--- src/rtl/pipe_skid_reg.sv ---
// pipe_skid_reg: valid/ready pipeline stage register with a 2-entry skid buffer.
// Chained instances form the IF/ID, ID/EXE, EXE/MEM and MEM/WB boundaries.
// in_ready comes straight from a flop, so no combinational path runs from
// out_ready back upstream. A synchronous flush kills every buffered payload.
// Optional feature: define PIPE_STALL_CNT_EN to add the saturating stall_cnt output.
module pipe_skid_reg #(
    parameter int               WIDTH      = 32,
    parameter logic [WIDTH-1:0] RESET_DATA = '0,
    parameter int               CNT_W      = 16
) (
    input  logic             clk,
    input  logic             reset,
    input  logic             flush,
    input  logic             in_valid,
    output logic             in_ready,
    input  logic [WIDTH-1:0] in_data,
    output logic             out_valid,
    input  logic             out_ready,
    output logic [WIDTH-1:0] out_data,
    output logic [1:0]       occupancy
`ifdef PIPE_STALL_CNT_EN
    ,
    output logic [CNT_W-1:0] stall_cnt
`endif
);

    // Main entry feeds the outputs; the skid entry absorbs a payload that
    // arrives while the main entry is stalled.
    logic             main_v;
    logic             skid_v;
    logic [WIDTH-1:0] main_d;
    logic [WIDTH-1:0] skid_d;
    logic             accept;
    logic             drain;

    // Handshake qualifiers: a payload enters on accept, and the main entry may be replaced on drain.
    always_comb begin
        // NOTE: every signal driven here gets a default first, so no path can infer a latch.
        accept = 1'b0;
        drain  = 1'b0;
        accept = in_valid & in_ready;
        drain  = ~main_v | out_ready;
    end

    // Entry update: reset and flush discard everything; otherwise refill the main entry from skid, then from input.
    always_ff @(posedge clk) begin
        // NOTE: state registers use non-blocking assignments, so every flop samples pre-edge values.
        if (reset || flush) begin
            // NOTE: the data registers are reset as well, so a flushed stage
            // presents a known payload rather than a stale instruction.
            main_v <= 1'b0;
            skid_v <= 1'b0;
            main_d <= RESET_DATA;
            skid_d <= RESET_DATA;
        end else if (drain) begin
            if (skid_v) begin
                main_v <= 1'b1;
                main_d <= skid_d;
                skid_v <= 1'b0;
            end else if (accept) begin
                main_v <= 1'b1;
                main_d <= in_data;
            end else begin
                main_v <= 1'b0;
            end
        end else if (accept) begin
            skid_v <= 1'b1;
            skid_d <= in_data;
        end
    end

    assign in_ready  = ~skid_v;
    assign out_valid = main_v;
    assign out_data  = main_d;
    assign occupancy = {1'b0, main_v} + {1'b0, skid_v};

`ifdef PIPE_STALL_CNT_EN
    // Stall counter: counts edges where the output is held by backpressure, saturates, and is cleared by reset only.
    always_ff @(posedge clk) begin
        if (reset) begin
            stall_cnt <= '0;
        end else if (!flush && main_v && !out_ready && (stall_cnt != {CNT_W{1'b1}})) begin
            stall_cnt <= stall_cnt + 1'b1;
        end
    end
`endif

endmodule
--- config.mk ---
export PLATFORM = sky130hd
export DESIGN_NAME = pipe_skid_reg
export DESIGN_NICKNAME = d
export VERILOG_FILES = /design/src/rtl/pipe_skid_reg.sv
export SDC_FILE = /design/constraint.sdc
export NUM_CORES = 1
export LEC_CHECK = 0
export ABC_AREA = 0
export BUFFER_PORTS_ARGS = -buffer_cell sky130_fd_sc_hd__buf_2
export CAP_MARGIN = 20
export CORE_MARGIN = 2
export CORE_UTILIZATION = 59
export CTS_BUF_LIST = sky130_fd_sc_hd__clkbuf_4
export DETAILED_ROUTE_END_ITERATION = 7
export PLACE_DENSITY_LB_ADDON = 0.12
export SYNTH_ARGS = -nofsm -noshare
export SYNTH_HDL_FRONTEND = slang
export SYNTH_SLANG_ARGS = --single-unit
--- constraint.sdc ---
create_clock -name clk -period 3.84 [get_ports clk]
set_input_delay 0.192 -clock clk [delete_from_list [all_inputs] [get_ports clk]]
set_output_delay 0.192 -clock clk [all_outputs]
set_load 0.005 [all_outputs]
Yosys cells after proc, flatten, opt, wreduce, memory -nomap -nowiden
Cells that the tools add are included.
Cells by class
  multiplexer cells: 4
  reduce and logical (&&, ||, !) cells: 5
  bitwise operators: 5
  shift operators: 0
  $add $sub $neg: 1
  multiply operators: 0
  eq/ne operators: 0
  div/mod/pow operators: 0
  $lt $le $gt $ge: 0
Operators by type and width (number)
  two-way mux 32 bit: 2
  AND reduction 2 bit: 2
  inverter 1 bit: 3
  adder 1 x 1 -> 2 bit: 1
  two-way mux 1 bit: 2
  nonzero test 2 bit: 1
  OR reduction 2 bit: 1
  bitwise AND 1 bit: 1
  logical OR 1 bit: 1
  OR 1 bit: 1
Word-level totals
  ROM bits: 0
  bits in writable memories: 0
  word-level logic and storage cells: 19
  register bits after elaboration: 66
  latch bits: 0
  memories kept: 0
  output and inout port bits: 36
  bits of input ports: 37

Depth between registers and ports, before layout
  word-level depth: 4
  mapped depth: 7
  mapped depth without buffers: 3

Worst setup path after synthesis
OpenSTA, ideal clock, no wires.
  path kind: reg-to-reg
  from: reg skid_v
  to: reg main_d[0] (netlist: out_data[0])
  setup slack: 2443 ps
  clock period less this slack: 1397 ps
  data arrival time: 1315 ps
  path buffers: 4
  stages on the path, launching flop included: 8
  setup time: 81 ps
  path through: dfxtp_1 -> buf_6 -> or2_1 -> buf_2 -> and2_4 -> buf_6 -> buf_6 -> a211oi_2
Between the ends
  cells in the longest elaborated chain, start to end: 4
  elaborated cells on any way between the ends: 5
  those cells by class: mux: 1; bitwise: 2; reduce/logical: 2
Ends and longest elaborated chain
  from (decl): RTL line 30  | logic skid_v;
  from (signal assigned): RTL line 52  | skid_v <= 1'b0;
  from (signal assigned): RTL line 59  | skid_v <= 1'b0;
  from (signal assigned): RTL line 67  | skid_v <= 1'b1;
  inverter 1 bit: RTL line 72  | assign in_ready = ~skid_v;
  bitwise AND 1 bit: RTL line 41  | accept = in_valid & in_ready;
  nonzero test 2 bit (no line)
  AND reduction 2 bit (no line)
  to (signal assigned): RTL line 58  | main_d <= skid_d;
  to (signal assigned): RTL line 62  | main_d <= in_data;
  to (decl): RTL line 31  | logic [WIDTH-1:0] main_d;
Several ways; a longest one is shown, not always the timed one.
A chain may end at the register's enable or synchronous reset.

Final worst setup path
  from: reg skid_v
  to: reg skid_d[18]
Between the ends
  cells in the longest elaborated chain, start to end: 3
Ends and longest elaborated chain
  inverter 1 bit: RTL line 72
  bitwise AND 1 bit: RTL line 41
  AND reduction 2 bit (no line)
  to (signal assigned): RTL line 68  | skid_d <= in_data;
  to (decl): RTL line 32  | logic [WIDTH-1:0] skid_d;
Every way passes these cells.

==> key figures <==
Run status
  – Status: finished clean

STA
  – Final WS setup: 1890 ps
  – Crit path time final: just under 2000 ps
  – Fin. Hold Viols: 0
  – Actual slew at the worst max-slew pin: 874 ps
  – Slew HR: a little over two fifths
  – # setup viols final: 0
  – Period utilization: 50.7%
  – Final hold slack: 31.8 ps
  – Clk_skew: 13.9 ps
  – Peak Freq: 0.514 GHz
  – RSZ-0062 raised after global routing: false
  – Setup_tns: 0 ps
  – Slew Limit Fails: 0

Yosys
  – Area leader, netlist: dfxtp_1
  – Simple-gate portion of the synthesized area: about a tenth
  – Mux share of post-synthesis cell area: between 10% and 20%
  – Seq cells post-synth: between 60 and 70
  – Prevailing post-synth register cell: dfxtp_1
  – Seq/Total Area, Yosys: 46.6%
  – Synthesized netlist cell count: 300
  – Synth area leaders: dfxtp_1 (47%), a211oi_2 (13%), a21oi_1 (11%)
  – Mapped Area: 0.00284 mm2
  – Synth Area in Adders: 0.441%
  – Post-synth top cells: dfxtp_1 (66), a21oi_1 (65), nand2_1 (64)
  – Syn_nets: ~340
  – Post-Synth XOR/XNOR Area: 0%
  – Syn_area_per_cell: between 9 and 10 um2
  – Asr flop ratio synth: 0%
  – Share of the synthesized area in the top cell type: 46.6%
  – Synth warnings: 0
  – Synth Area in Compound Gates: 25.2%
  – Most frequent cell after synthesis: dfxtp_1
  – Yosys cell types: 19
  – Largest family of logic cells by synthesized area: compound AO/OA/AOI/OAI gates
  – EDFF count, synth: 0

Clock tree
  – Post-CTS Setup Inserts: 0
  – Clock sinks: 66
  – TritonCTS buffer count: 9
  – Clk Tree Root Cell: clkbuf_4
  – Clock transition at the registers of the reported paths: 110 ps
  – H-tree depth: 3
  – CTS tree: done
  – Post-CTS resize count: 0
  – Worst-case clock buffer depth: 2
  – Clock Latency Late Sink: 400 ps
  – # hold bufs at CTS: 0

Placement
  – IO Port Bufs: 72
  – GPL Wtd Cong: 0.749
  – Pre-CTS setup slack: roughly 1900 ps
  – Hpwl dp: around 3.7 mm

Critical path
  – Reg-to-Reg End: skid_d[18]$_SDFFE_PP0P_
  – Reg-to-Reg Start: skid_v$_SDFFE_PP0P_
  – Worst path required time: slightly above 4000 ps
  – Reg2reg setup slack: 1890 ps
  – Crit end category: register
  – FF-to-FF path depth: 5
  – Crit Path Category: reg -> reg
  – Crit-path max FO: 37
  – Worst path arrival time: 2250 ps
  – Crit start category: register

Drt
  – Post-DR wirelength/cell: 14.8 um
  – Vias/cell: 5.59
  – DRC viols: 0
  – Drt pass-1 iters: 4
  – DRT Wirelength: 6.17 mm
  – DRT antenna net count: 0
  – Vias: 2325
  – DR iter-0 viols: between 200 and 250

Die
  – Die footprint: approximately 0.0054 mm2
  – I/O pins: 73
  – Starting Density: around three fifths
  – Core area: 0.00469 mm2
  – Core Rows: 25
  – Die height: about 73 um
  – DIE WIDTH: 73.3 um

Global routing
  – Antenna violations before repair: 0
  – Largest net degree at the start of global routing: 67
  – First-pass GRT wire length: 10.2 mm
  – Number of global-route vias before repair: 2143
  – GRT Residual Overflow: 0
  – GRT Total Usage: 24.8%

Flow run
  – Max Cap Viol: 0

Pwr
  – Max VDD drop: 320 uV
  – LEAKAGE: 1.21 nW
  – PwrDens: 389 mW/mm2
  – Total power: approximately 0.0013 W

Hold path
  – Worst Hold Class: in -> reg
  – HP Start: in_data[29]
  – Hold endpoint: skid_d[29]$_SDFFE_PP0P_
  – Hold Crit Depth: 3

Final layout
  – Fin nets: 396
  – Final core occ: 69.9%
  – Number of diodes: 0
  – Synthesis-to-finish area growth: 15.8%
  – Fraction of layout cells with a size suffix above 1: about a third
[sequential cells by signal (all words and copies together) (netlist names)]
signal     flops
out_valid      1
out_data      32
skid_d        32
skid_v         1
[placed cells by master, fill, tap and decap left out]
cell,n
mux2i_1,32
nor3_1,1
clkinv_2,1
ha_1,1
a211oi_2,30
and2_4,1
nor4bb_4,1
or2_2,1
inv_2,1
a211oi_1,2
buf_4,6
dfxtp_2,1
buf_2,72
a21oi_1,65
clkbuf_4,10
nand4bb_1,1
bufinv_16,1
clkinv_1,3
nand2_1,64
nor2_1,1
dfxtp_1,65
nand2b_1,1
or2_1,1
[critical path, cell delays in order, from the launching register on]
cell and delay (ps):
dfxtp_2 370, buf_4 510, nand4bb_1 390, buf_4 340, nand2_1 90, a21oi_1 160
[stage by stage]
step,instances,instance area (um2)
4_1_cts,416,3280
2_1_floorplan,300,2840
5_1_grt,416,3280
3_3_place_gp,401,3160
3_5_place_dp,401,3160
6_report,416,3280
[layout make-up]
type / count / area (um2)
multi-input cells: 202 / 1360
clock buffers: 10 / 75.1
clock inverters: 5 / 46.3
flip-flops and latches: 66 / 1320
fillers: 393 / 1410
inverters: 1 / 3.75
well taps: 54 / 67.6
repair buffers: 78 / 405
[power breakdown]
part | leakage [nW] | total, W | switching, W | internal, W
Sequential | 0.537 | 0.000710 | 0.00000869 | 0.000702
Clock | 0.0688 | 0.000427 | 0.000232 | 0.000195
Combinational | 0.601 | 0.000138 | 0.0000813 | 0.0000564
[how the worst max path moves through the flow]
stage	startpoint	to	slack, ps	cells after the start
3_3_place_gp	skid_v$_SDFFE_PP0P_	out_data[13]$_SDFFE_PP0P_	1980	4
4_1_cts	skid_v$_SDFFE_PP0P_	skid_d[18]$_SDFFE_PP0P_	1890	5
3_5_place_dp	skid_v$_SDFFE_PP0P_	skid_d[18]$_SDFFE_PP0P_	1930	5
5_1_grt	skid_v$_SDFFE_PP0P_	skid_d[18]$_SDFFE_PP0P_	1670	5
2_1_floorplan	skid_v$_SDFFE_PP0P_	out_data[0]$_SDFFE_PP0P_	2440	7
6_report	skid_v$_SDFFE_PP0P_	skid_d[18]$_SDFFE_PP0P_	1890	5
[metal layers]
| metal | up-vias | global-route usage, % | share of wire, % |
|---|---|---|---|
| met5 | - | 0 | 0 |
| li1 | 1165 | - | - |
| met1 | 1089 | 33.3 | 45 |
| met2 | 62 | 39.4 | 48 |
| met3 | 9 | 4.39 | 4.5 |
| met4 | 0 | 10.3 | 1.7 |
[logic make-up after synthesis]
| logic type | Yosys count |
|---|---|
| compound gates | 97 |
| fa+ha+maj | 1 |
| buf+inv | 32 |
| flops | 66 |
| mux | 32 |
| simple gates | 72 |
(Power assumes the default switching activity.)
